--- config.mk ---
export PLATFORM = sky130hd
export DESIGN_NAME = pipe_ts_os_gen
export DESIGN_NICKNAME = d
export VERILOG_FILES = /design/src/rtl/pipe_ts_os_gen.sv
export SDC_FILE = /design/constraint.sdc
export NUM_CORES = 1
export LEC_CHECK = 0
export BUFFER_PORTS_ARGS = -buffer_cell sky130_fd_sc_hd__buf_2
export CAP_MARGIN = 20
export CORE_UTILIZATION = 60
export DETAILED_ROUTE_END_ITERATION = 10
export PLACE_DENSITY_LB_ADDON = 0.3
export REMOVE_ABC_BUFFERS = 1
export SETUP_SLACK_MARGIN = 0.2
export SYNTH_ARGS = -nofsm -noshare
export SYNTH_HDL_FRONTEND = slang
export SYNTH_SLANG_ARGS = --single-unit
export TNS_END_PERCENT = 50
--- constraint.sdc ---
create_clock -name clk_125mhz -period 7.1 [get_ports clk_125mhz]
set_clock_uncertainty 0.1 [all_clocks]
set_input_delay 0.355 -clock clk_125mhz [delete_from_list [all_inputs] [get_ports clk_125mhz]]
set_output_delay 0.355 -clock clk_125mhz [all_outputs]
set_load 0.02 [all_outputs]
--- src/rtl/pipe_ts_os_gen.sv ---
// rtl/pipe_ts_os_gen.sv - PIPE rx-side TS1/TS2 training-set generator with optional SKP insertion
module pipe_ts_os_gen #(
    parameter int DATA_BYTES   = 2,
    parameter int CNT_W        = 10,
    parameter int SKP_INTERVAL = 0
) (
    input  logic                    clk_125mhz,
    input  logic                    reset_n,
    input  logic                    start,
    input  logic                    stop,
    input  logic                    ts_type,
    input  logic [CNT_W-1:0]        os_count,
    input  logic [7:0]              link_num,
    input  logic                    link_pad,
    input  logic [7:0]              lane_num,
    input  logic                    lane_pad,
    input  logic [7:0]              n_fts,
    input  logic [7:0]              train_ctrl,
    output logic [8*DATA_BYTES-1:0] rxdata,
    output logic [DATA_BYTES-1:0]   rxdatak,
    output logic                    rxvalid,
    output logic                    rxidle,
    output logic                    busy,
    output logic                    done,
    output logic [CNT_W-1:0]        os_sent
);

    generate
        if (DATA_BYTES != 1 && DATA_BYTES != 2 && DATA_BYTES != 4) begin : g_bad_data_bytes
            $error("pipe_ts_os_gen: DATA_BYTES must be 1, 2 or 4");
        end
    endgenerate

    localparam int         TS_BEATS  = 16 / DATA_BYTES;
    localparam int         SKP_BEATS = 4 / DATA_BYTES;
    localparam logic [3:0] TS_LAST   = 4'(TS_BEATS - 1);
    localparam logic [3:0] SKP_LAST  = 4'(SKP_BEATS - 1);
    localparam logic [3:0] DB4       = 4'(DATA_BYTES);
    localparam int         SKP_W     = (SKP_INTERVAL > 1) ? $clog2(SKP_INTERVAL + 1) : 1;

    localparam logic [7:0] SYM_COM = 8'hBC;
    localparam logic [7:0] SYM_SKP = 8'h1C;
    localparam logic [7:0] SYM_PAD = 8'hF7;

    typedef enum logic [1:0] {ST_IDLE, ST_TS, ST_SKP} state_t;

    state_t            state;
    logic [3:0]        beat;
    logic [CNT_W-1:0]  cnt_lat;
    logic [SKP_W-1:0]  skp_cnt;
    logic              stop_pend;

    logic              lat_type, lat_link_pad, lat_lane_pad;
    logic [7:0]        lat_link, lat_lane, lat_nfts, lat_tc;

    logic              cur_type, cur_link_pad, cur_lane_pad;
    logic [7:0]        cur_link, cur_lane, cur_nfts, cur_tc;

    logic [15:0][7:0]  ts_sym;
    logic [15:0]       ts_ksym;
    logic [8*DATA_BYTES-1:0] beat_data;
    logic [DATA_BYTES-1:0]   beat_k;
    logic [3:0]        sym_idx;

    logic [CNT_W-1:0]  sent_inc;
    logic [SKP_W-1:0]  skp_cnt_inc;
    logic              burst_end, skp_hit, stop_now;

    // Fields come live on the first beat of a set and from the latch afterwards,
    // so a set is always built from one consistent snapshot.
    always_comb begin
        cur_type     = lat_type;
        cur_link_pad = lat_link_pad;
        cur_lane_pad = lat_lane_pad;
        cur_link     = lat_link;
        cur_lane     = lat_lane;
        cur_nfts     = lat_nfts;
        cur_tc       = lat_tc;
        if (beat == 4'd0) begin
            cur_type     = ts_type;
            cur_link_pad = link_pad;
            cur_lane_pad = lane_pad;
            cur_link     = link_num;
            cur_lane     = lane_num;
            cur_nfts     = n_fts;
            cur_tc       = train_ctrl;
        end
    end

    always_comb begin
        ts_sym     = '0;
        ts_ksym    = '0;
        ts_sym[0]  = SYM_COM;
        ts_ksym[0] = 1'b1;
        ts_sym[1]  = cur_link_pad ? SYM_PAD : cur_link;
        ts_ksym[1] = cur_link_pad;
        ts_sym[2]  = cur_lane_pad ? SYM_PAD : cur_lane;
        ts_ksym[2] = cur_lane_pad;
        ts_sym[3]  = cur_nfts;
        ts_sym[4]  = 8'h02;
        ts_sym[5]  = cur_tc;
        for (int s = 6; s < 16; s++) begin
            ts_sym[s] = cur_type ? 8'h45 : 8'h4A;
        end
    end

    always_comb begin
        beat_data = '0;
        beat_k    = '0;
        sym_idx   = '0;
        for (int i = 0; i < DATA_BYTES; i++) begin
            sym_idx = beat * DB4 + 4'(i);
            if (state == ST_SKP) begin
                beat_data[8*i +: 8] = (sym_idx == 4'd0) ? SYM_COM : SYM_SKP;
                beat_k[i]           = 1'b1;
            end else begin
                beat_data[8*i +: 8] = ts_sym[sym_idx];
                beat_k[i]           = ts_ksym[sym_idx];
            end
        end
    end

    assign sent_inc    = (&os_sent) ? os_sent : os_sent + 1'b1;
    assign skp_cnt_inc = skp_cnt + 1'b1;
    assign burst_end   = (cnt_lat != '0) && (sent_inc == cnt_lat);
    assign skp_hit     = (SKP_INTERVAL != 0) && (skp_cnt_inc == SKP_W'(SKP_INTERVAL));
    assign stop_now    = stop_pend | stop;

    always_ff @(posedge clk_125mhz or negedge reset_n) begin
        if (!reset_n) begin
            state        <= ST_IDLE;
            beat         <= '0;
            cnt_lat      <= '0;
            skp_cnt      <= '0;
            stop_pend    <= 1'b0;
            lat_type     <= 1'b0;
            lat_link_pad <= 1'b0;
            lat_lane_pad <= 1'b0;
            lat_link     <= '0;
            lat_lane     <= '0;
            lat_nfts     <= '0;
            lat_tc       <= '0;
            rxdata       <= '0;
            rxdatak      <= '0;
            rxvalid      <= 1'b0;
            rxidle       <= 1'b1;
            busy         <= 1'b0;
            done         <= 1'b0;
            os_sent      <= '0;
        end else begin
            // busy/done trail the state by one beat, matching the registered data.
            busy <= (state != ST_IDLE);
            done <= (state == ST_IDLE) && busy;
            case (state)
                ST_IDLE: begin
                    rxdata    <= '0;
                    rxdatak   <= '0;
                    rxvalid   <= 1'b0;
                    rxidle    <= 1'b1;
                    beat      <= '0;
                    stop_pend <= 1'b0;
                    if (start && !busy) begin
                        state     <= ST_TS;
                        cnt_lat   <= os_count;
                        os_sent   <= '0;
                        skp_cnt   <= '0;
                        stop_pend <= stop;
                    end
                end
                ST_TS: begin
                    rxdata    <= beat_data;
                    rxdatak   <= beat_k;
                    rxvalid   <= 1'b1;
                    rxidle    <= 1'b0;
                    stop_pend <= stop_now;
                    if (beat == 4'd0) begin
                        lat_type     <= cur_type;
                        lat_link_pad <= cur_link_pad;
                        lat_lane_pad <= cur_lane_pad;
                        lat_link     <= cur_link;
                        lat_lane     <= cur_lane;
                        lat_nfts     <= cur_nfts;
                        lat_tc       <= cur_tc;
                    end
                    if (beat == TS_LAST) begin
                        beat    <= '0;
                        os_sent <= sent_inc;
                        if (burst_end || stop_now) begin
                            state <= ST_IDLE;
                        end else if (skp_hit) begin
                            state   <= ST_SKP;
                            skp_cnt <= '0;
                        end else if (SKP_INTERVAL != 0) begin
                            skp_cnt <= skp_cnt_inc;
                        end
                    end else begin
                        beat <= beat + 4'd1;
                    end
                end
                ST_SKP: begin
                    rxdata    <= beat_data;
                    rxdatak   <= beat_k;
                    rxvalid   <= 1'b1;
                    rxidle    <= 1'b0;
                    stop_pend <= stop_now;
                    if (beat == SKP_LAST) begin
                        beat  <= '0;
                        state <= stop_now ? ST_IDLE : ST_TS;
                    end else begin
                        beat <= beat + 4'd1;
                    end
                end
                default: state <= ST_IDLE;
            endcase
        end
    end

endmodule

### After elaboration in Yosys (flattened, before gate mapping)

Cells that the tools add are included.

| storage, ports and cells | value |
|---|---|
| register bits | 84 |
| logic and storage cells | 96 |
| input bits | 49 |
| output and inout bits | 32 |

| operators by class | value |
|---|---|
| equality and inequality tests | 9 |
| $lt $le $gt $ge | 2 |
| muxes and demuxes | 43 |
| bitwise operators | 1 |
| add/subtract/negate cells | 3 |
| reduce and logical (&&, ||, !) cells | 20 |

Operators with widths:

| operator | number |
|---|---|
| 8-bit two-way mux | 12 |
| 8-bit binary-select mux with 4-bit select | 1 |
| 16-bit case mux with 2 select lines | 1 |
| 10-bit two-way mux | 3 |
| 8-bit binary-select mux with 3-bit select | 1 |
| 10-bit case mux with 2 select lines | 1 |
| 4-bit logical NOT | 3 |
| 4-bit two-way mux | 3 |
| 4-bit case mux with 3 select lines | 1 |
| 10-bit by 1-bit adder with 10-bit output (second input constant) | 1 |
| 10-bit == test | 1 |
| 4-bit by 5-bit less-than comparator with 1-bit output (second input constant) | 2 |
| 10-bit AND reduction | 1 |
| 10-bit nonzero test | 1 |
| 1-bit two-way mux | 9 |
| 4-bit by 1-bit adder with 4-bit output (second input constant) | 2 |
| 2-bit two-way mux | 4 |
| 1-bit case mux with 2 select lines | 3 |
| 2-bit case mux with 3 select lines | 1 |
| 2-bit nonzero test | 3 |
| 1-bit binary-select mux with 4-bit select | 1 |
| 4-bit by 1-bit == test with 1-bit output (second input constant) | 1 |
| 4-bit by 3-bit == test with 1-bit output (second input constant) | 1 |
| 2-bit by 1-bit != test with 1-bit output (second input constant) | 2 |
| 15 further kinds | 19 |

### Logic depth before layout (Yosys ltp)

| logic depth | value |
|---|---|
| depth in word-level cells | 8 |
| mapped depth | 10 |
| gate-level depth less buffers | 8 |

### Worst setup path before layout

Ideal clock, no wire load.

| timing path | value |
|---|---|
| path kind | register to register |
| start | register beat[0] |
| end | register rxdata[6] |
| buffers on the path | 1 |
| slack | 4.863 ns |
| cell stages (with the launch flop) | 10 |
| data required time | 6.868 ns |
| period minus slack after synthesis | 2.237 ns |
| data arrival time | 2.005 ns |
| setup time | 0.132 ns |
| cells stage by stage | dfrtp_1 buf_2 inv_1 ha_1 nor3b_4 mux2i_1 and2_1 nand3_1 a21oi_1 nor2_1 |

| between the ends | value |
|---|---|
| longest elaborated chain between the ends | 7 |
| elaborated cells on any way between the ends | 8 |
| classes of those cells | mux (7); reduce/logical (1) |

RTL lines:

| item | line | source |
|---|---|---|
| start, declared | 48 | `logic [3:0] beat;` |
| start signal, assigned | 197 | `beat <= beat + 4'd1;` |
| start signal, assigned | 210 | `beat <= beat + 4'd1;` |
| 4-bit logical NOT | 79 | `if (beat == 4'd0) begin` |
| 8-bit two-way mux or 1-bit two-way mux (tied branches) | 79 |  |
| 8-bit two-way mux | 97 | `ts_sym[2] = cur_lane_pad ? SYM_PAD : cur_lane;` |
| 8-bit binary-select mux with 3-bit select * | 117 | `beat_data[8*i +: 8] = ts_sym[sym_idx];` |
| 8-bit two-way mux (implied by the code) * | 117 |  |
| 8-bit two-way mux * | 113 | `if (state == ST_SKP) begin` |
| 16-bit case mux with 2 select lines * | 154 | `case (state)` |
| end signal, assigned | 171 | `rxdata <= beat_data;` |
| end signal, assigned | 201 | `rxdata <= beat_data;` |
| end, declared | 19 | `output logic [8*DATA_BYTES-1:0] rxdata,` |

Every way passes the cells marked *; elsewhere a longest branch is shown, timed or not. The select of a mux whose other input is x is not followed.
A chain may end at the register's enable or synchronous reset.

### Worst setup path in the final report

| timing path | value |
|---|---|
| start | register beat[0] |
| end | register lat_nfts[5] |

| between the ends | value |
|---|---|
| longest elaborated chain between the ends | 2 |
| elaborated cells on any way between the ends | 3 |
| classes of those cells | mux (1); reduce/logical (2) |

RTL lines:

| item | line | source |
|---|---|---|
| 4-bit logical NOT * | 79, 176 |  |
| 8-bit two-way mux or 2-bit AND reduction (tied branches) | n/a |  |
| end signal, assigned | 182 | `lat_nfts <= cur_nfts;` |
| end, declared | 54 | `logic [7:0] lat_link, lat_lane, lat_nfts, lat_tc;` |

Every way passes the cells marked *; elsewhere a longest branch is shown, timed or not.

==> run summary <==
RR Endpoint = lat_nfts[5]
Worst setup path endpoint = lat_nfts[5]
DP HPWL = 6.42 mm
Buffers added on ports = 80
TritonCTS Sinks = 82
Ys Warns = 0
Fin Setup TNS = 0 ps
Root buffer cell = clkbuf_8
Distinct cells, synth = 54
First-pass GRT wire length = 15.4 mm
Final wirelength = 9.56 mm
Fillcell total = 517
Sequential cell area fraction in the yosys report = 48.4%
Std-Cell Rows = 30
Total CTS buffers = 9
Required time of the worst setup path = 7250 ps
Slew HR = 32.4%
Top cells by area, synth = dfrtp_1, mux2_2, nand2_1
Maximum achievable frequency = 291 MHz
DR pass1 iterations = 4
Crit path depth = 7
Part of the cycle the worst path needs = 48.3%
Vias per cell = 5.95
Final ANT Viol Nets = 0
IO Count = 81
Final setup violation count = 0
Critical Path Max Stage Delay = 770 ps
Internal reg-to-reg setup slack = 3670 ps
Die width = 86.0 µm
Worst-Skew Late Latency = 360 ps
DIE AREA = 7400 µm²
Post-Syn Area = 4240 µm²
Final #Nets = 540
Worst Setup SP = beat[0]
Post-CTS Setup Bufs = 0
DR iter-0 viols = 239
Most frequent cells in the layout = dfrtp_1, buf_2, nand2_1
CP delay by family, top = simple AND/OR/NAND/NOR gates
Post-synth top area cell = dfrtp_1
Syn Area/Cell = 10.1 µm²
Share of cells above drive strength 1 = 30.7%
Max-slew violations = 0
Critical Path Source Type = register
Clk buf depth = 2
WP data arrival = 3580 ps
Gpl congestion = 0.941
Wire per inst = 16.3 µm
Util after Layout = 72.8%
Diodes inserted = 0
Status = finished, final reports clean
Drt drc = 0
Worst hold path class = in2reg
Core Region = 6790 µm²
Critical path's slowest cell = or3b_1
Final hold vios = 0
Crit path max fanout = 29
Htree depth = 3
Max-Cap Viols = 0
Area Growth Syn to Fin = 16.7%
Antenna violations before repair = 0
Leakage = 2.20 nW
Vias in the first global route = 3,172
R2R Path Start = beat[0]
Pin count of the biggest net entering global routing = 83
GRT Total Usage = 27.3%
WS Path Type = reg2reg
CTS tree = done
Crit path buffers/inverters = 3
Worst slew pin tran = 1010 ps
Chip height = 86.0 µm
FF-to-FF path depth = 7
Most common cell after layout, fill and taps aside = dfrtp_1
Tmin final = 3430 ps
Share of the synthesized area in the top cell type = 47.8%
Worst-path clk slew = 80 ps
Cells after synthesis = 418
PwrDens = 507 nW/µm²
Worst-path cell chain = inv_1, ha_1, or3b_1, nor2_2, buf_16, buf_4, mux2_2
Worst VDD drop = 0.000233 V
RSZ-0062 raised after global routing = false
Critical Path End Type = register
Register bit count reported by yosys = 82
Initial Utilization = 62.4%
Total grt overflow = 0
DR vias = 3,499
==> metrics by stage <==
stage	cell area (µm²)	hold slack (ps)	instances	worst slack, ps	power [mW]
finish	4950	124	588	3670	2.51
global route	4950	116	588	3490	2.67
CTS	4880	99.3	585	3240	2.48
detailed placement	4630	376	570	3240	2.03
global placement	4630	374	570	3390	1.99
floorplan	4090	-40.6	392	3910	1.70
==> worst reg2reg max path: stages (launching register included) <==
cell and delay [ps]:
dfrtp_1 630, inv_1 300, ha_1 200, or3b_1 770, nor2_2 470, buf_16 210
buf_4 270, mux2_2 380
==> what timing repair did <==
action,4_1_cts,5_1_grt
endpoints found under the hold margin,0,41
resized for setup,0,0
hold buffers,0,1
==> cell type report <==
type                    instances  area, µm²  area share [%]
repair buffers                 85        483            9.76
inverters                       5       18.8           0.379
well taps                      96        120            2.43
clock buffers                  10        128            2.58
multi-input cells             305       2020            40.8
flip-flops and latches         82       2050            41.5
clock inverters                 5        128            2.58
==> synthesized netlist by cell type (all sizes together) <==
| master | instances |
|---|---|
| nor2b | 2 |
| a22o | 2 |
| nor3b | 5 |
| and3 | 8 |
| xnor2 | 7 |
| dfrtp | 81 |
| nand2 | 64 |
| o21ai | 13 |
| a21boi | 1 |
| o21a | 2 |
| nand4 | 5 |
| nand2b | 3 |
| nor4 | 3 |
| a41oi | 3 |
| nand3b | 1 |
| and2 | 8 |
| clkbuf | 5 |
| a31oi | 10 |
| dfstp | 1 |
| xor2 | 1 |
| nand4b | 1 |
| o22ai | 1 |
| o2111a | 1 |
| and4 | 3 |
| or3b | 1 |
| a311oi | 3 |
| o32ai | 1 |
| buf | 21 |
| o221a | 1 |
| mux2 | 47 |
| nand3 | 24 |
| inv | 5 |
| or3 | 3 |
| nor3 | 11 |
| a21oi | 19 |
| mux2i | 11 |
| o31ai | 1 |
| o2111ai | 1 |
| o32a | 1 |
| nor2 | 31 |
| ha | 3 |
| a211oi | 3 |
==> per-layer routing <==
layer  wire [µm]  track usage (%)  vias up
met5           0                0        -
met4         242             13.3        0
met3         606             4.33       23
met2        4400             40.3      140
met1        4320             39.3     1716
li1            -                -     1620
==> state kept, by name, indices dropped and copies added (netlist names) <==
signal,count
beat,4
cnt_lat,10
done,1
lat_lane,8
lat_lane_pad,1
lat_link,8
lat_link_pad,1
lat_nfts,8
lat_tc,8
lat_type,1
os_sent,10
rxdata,16
rxdatak,2
rxidle,1
rxvalid,1
state,1
stop_pend,1
==> worst min path at each step <==
stage	start	slack, ps	cells past startpoint	endpoint
after global routing	os_count[4]	120	2	cnt_lat[4]
final	os_count[4]	120	2	cnt_lat[4]
after global placement	lat_lane[5]	370	1	lat_lane[5]
after floorplan	reset_n	-40	0	beat[0]
after CTS	reset_n	100	1	rxdatak[0]
after detailed placement	lat_lane[5]	380	1	lat_lane[5]
==> kinds of logic after synthesis <==
kind of cell               Yosys count  share of synthesized area [%]
AOI/OAI and AO/OA                   63                           9.48
DFF                                 82                           48.4
adders and majority gates            3                          0.886
and+or+nand+nor                    173                           20.3
xor gates and xnor gates             8                           1.83
muxes                               58                           15.1
buffers and inverters               31                           3.99
==> power breakdown <==
| part | total, mW | internal (mW) | switching (mW) |
|---|---|---|---|
| clock | 0.436 | 0.267 | 0.168 |
| sequential | 0.916 | 0.701 | 0.216 |
| combinational | 1.15 | 0.519 | 0.636 |
Power figures use the tool's default switching activity.
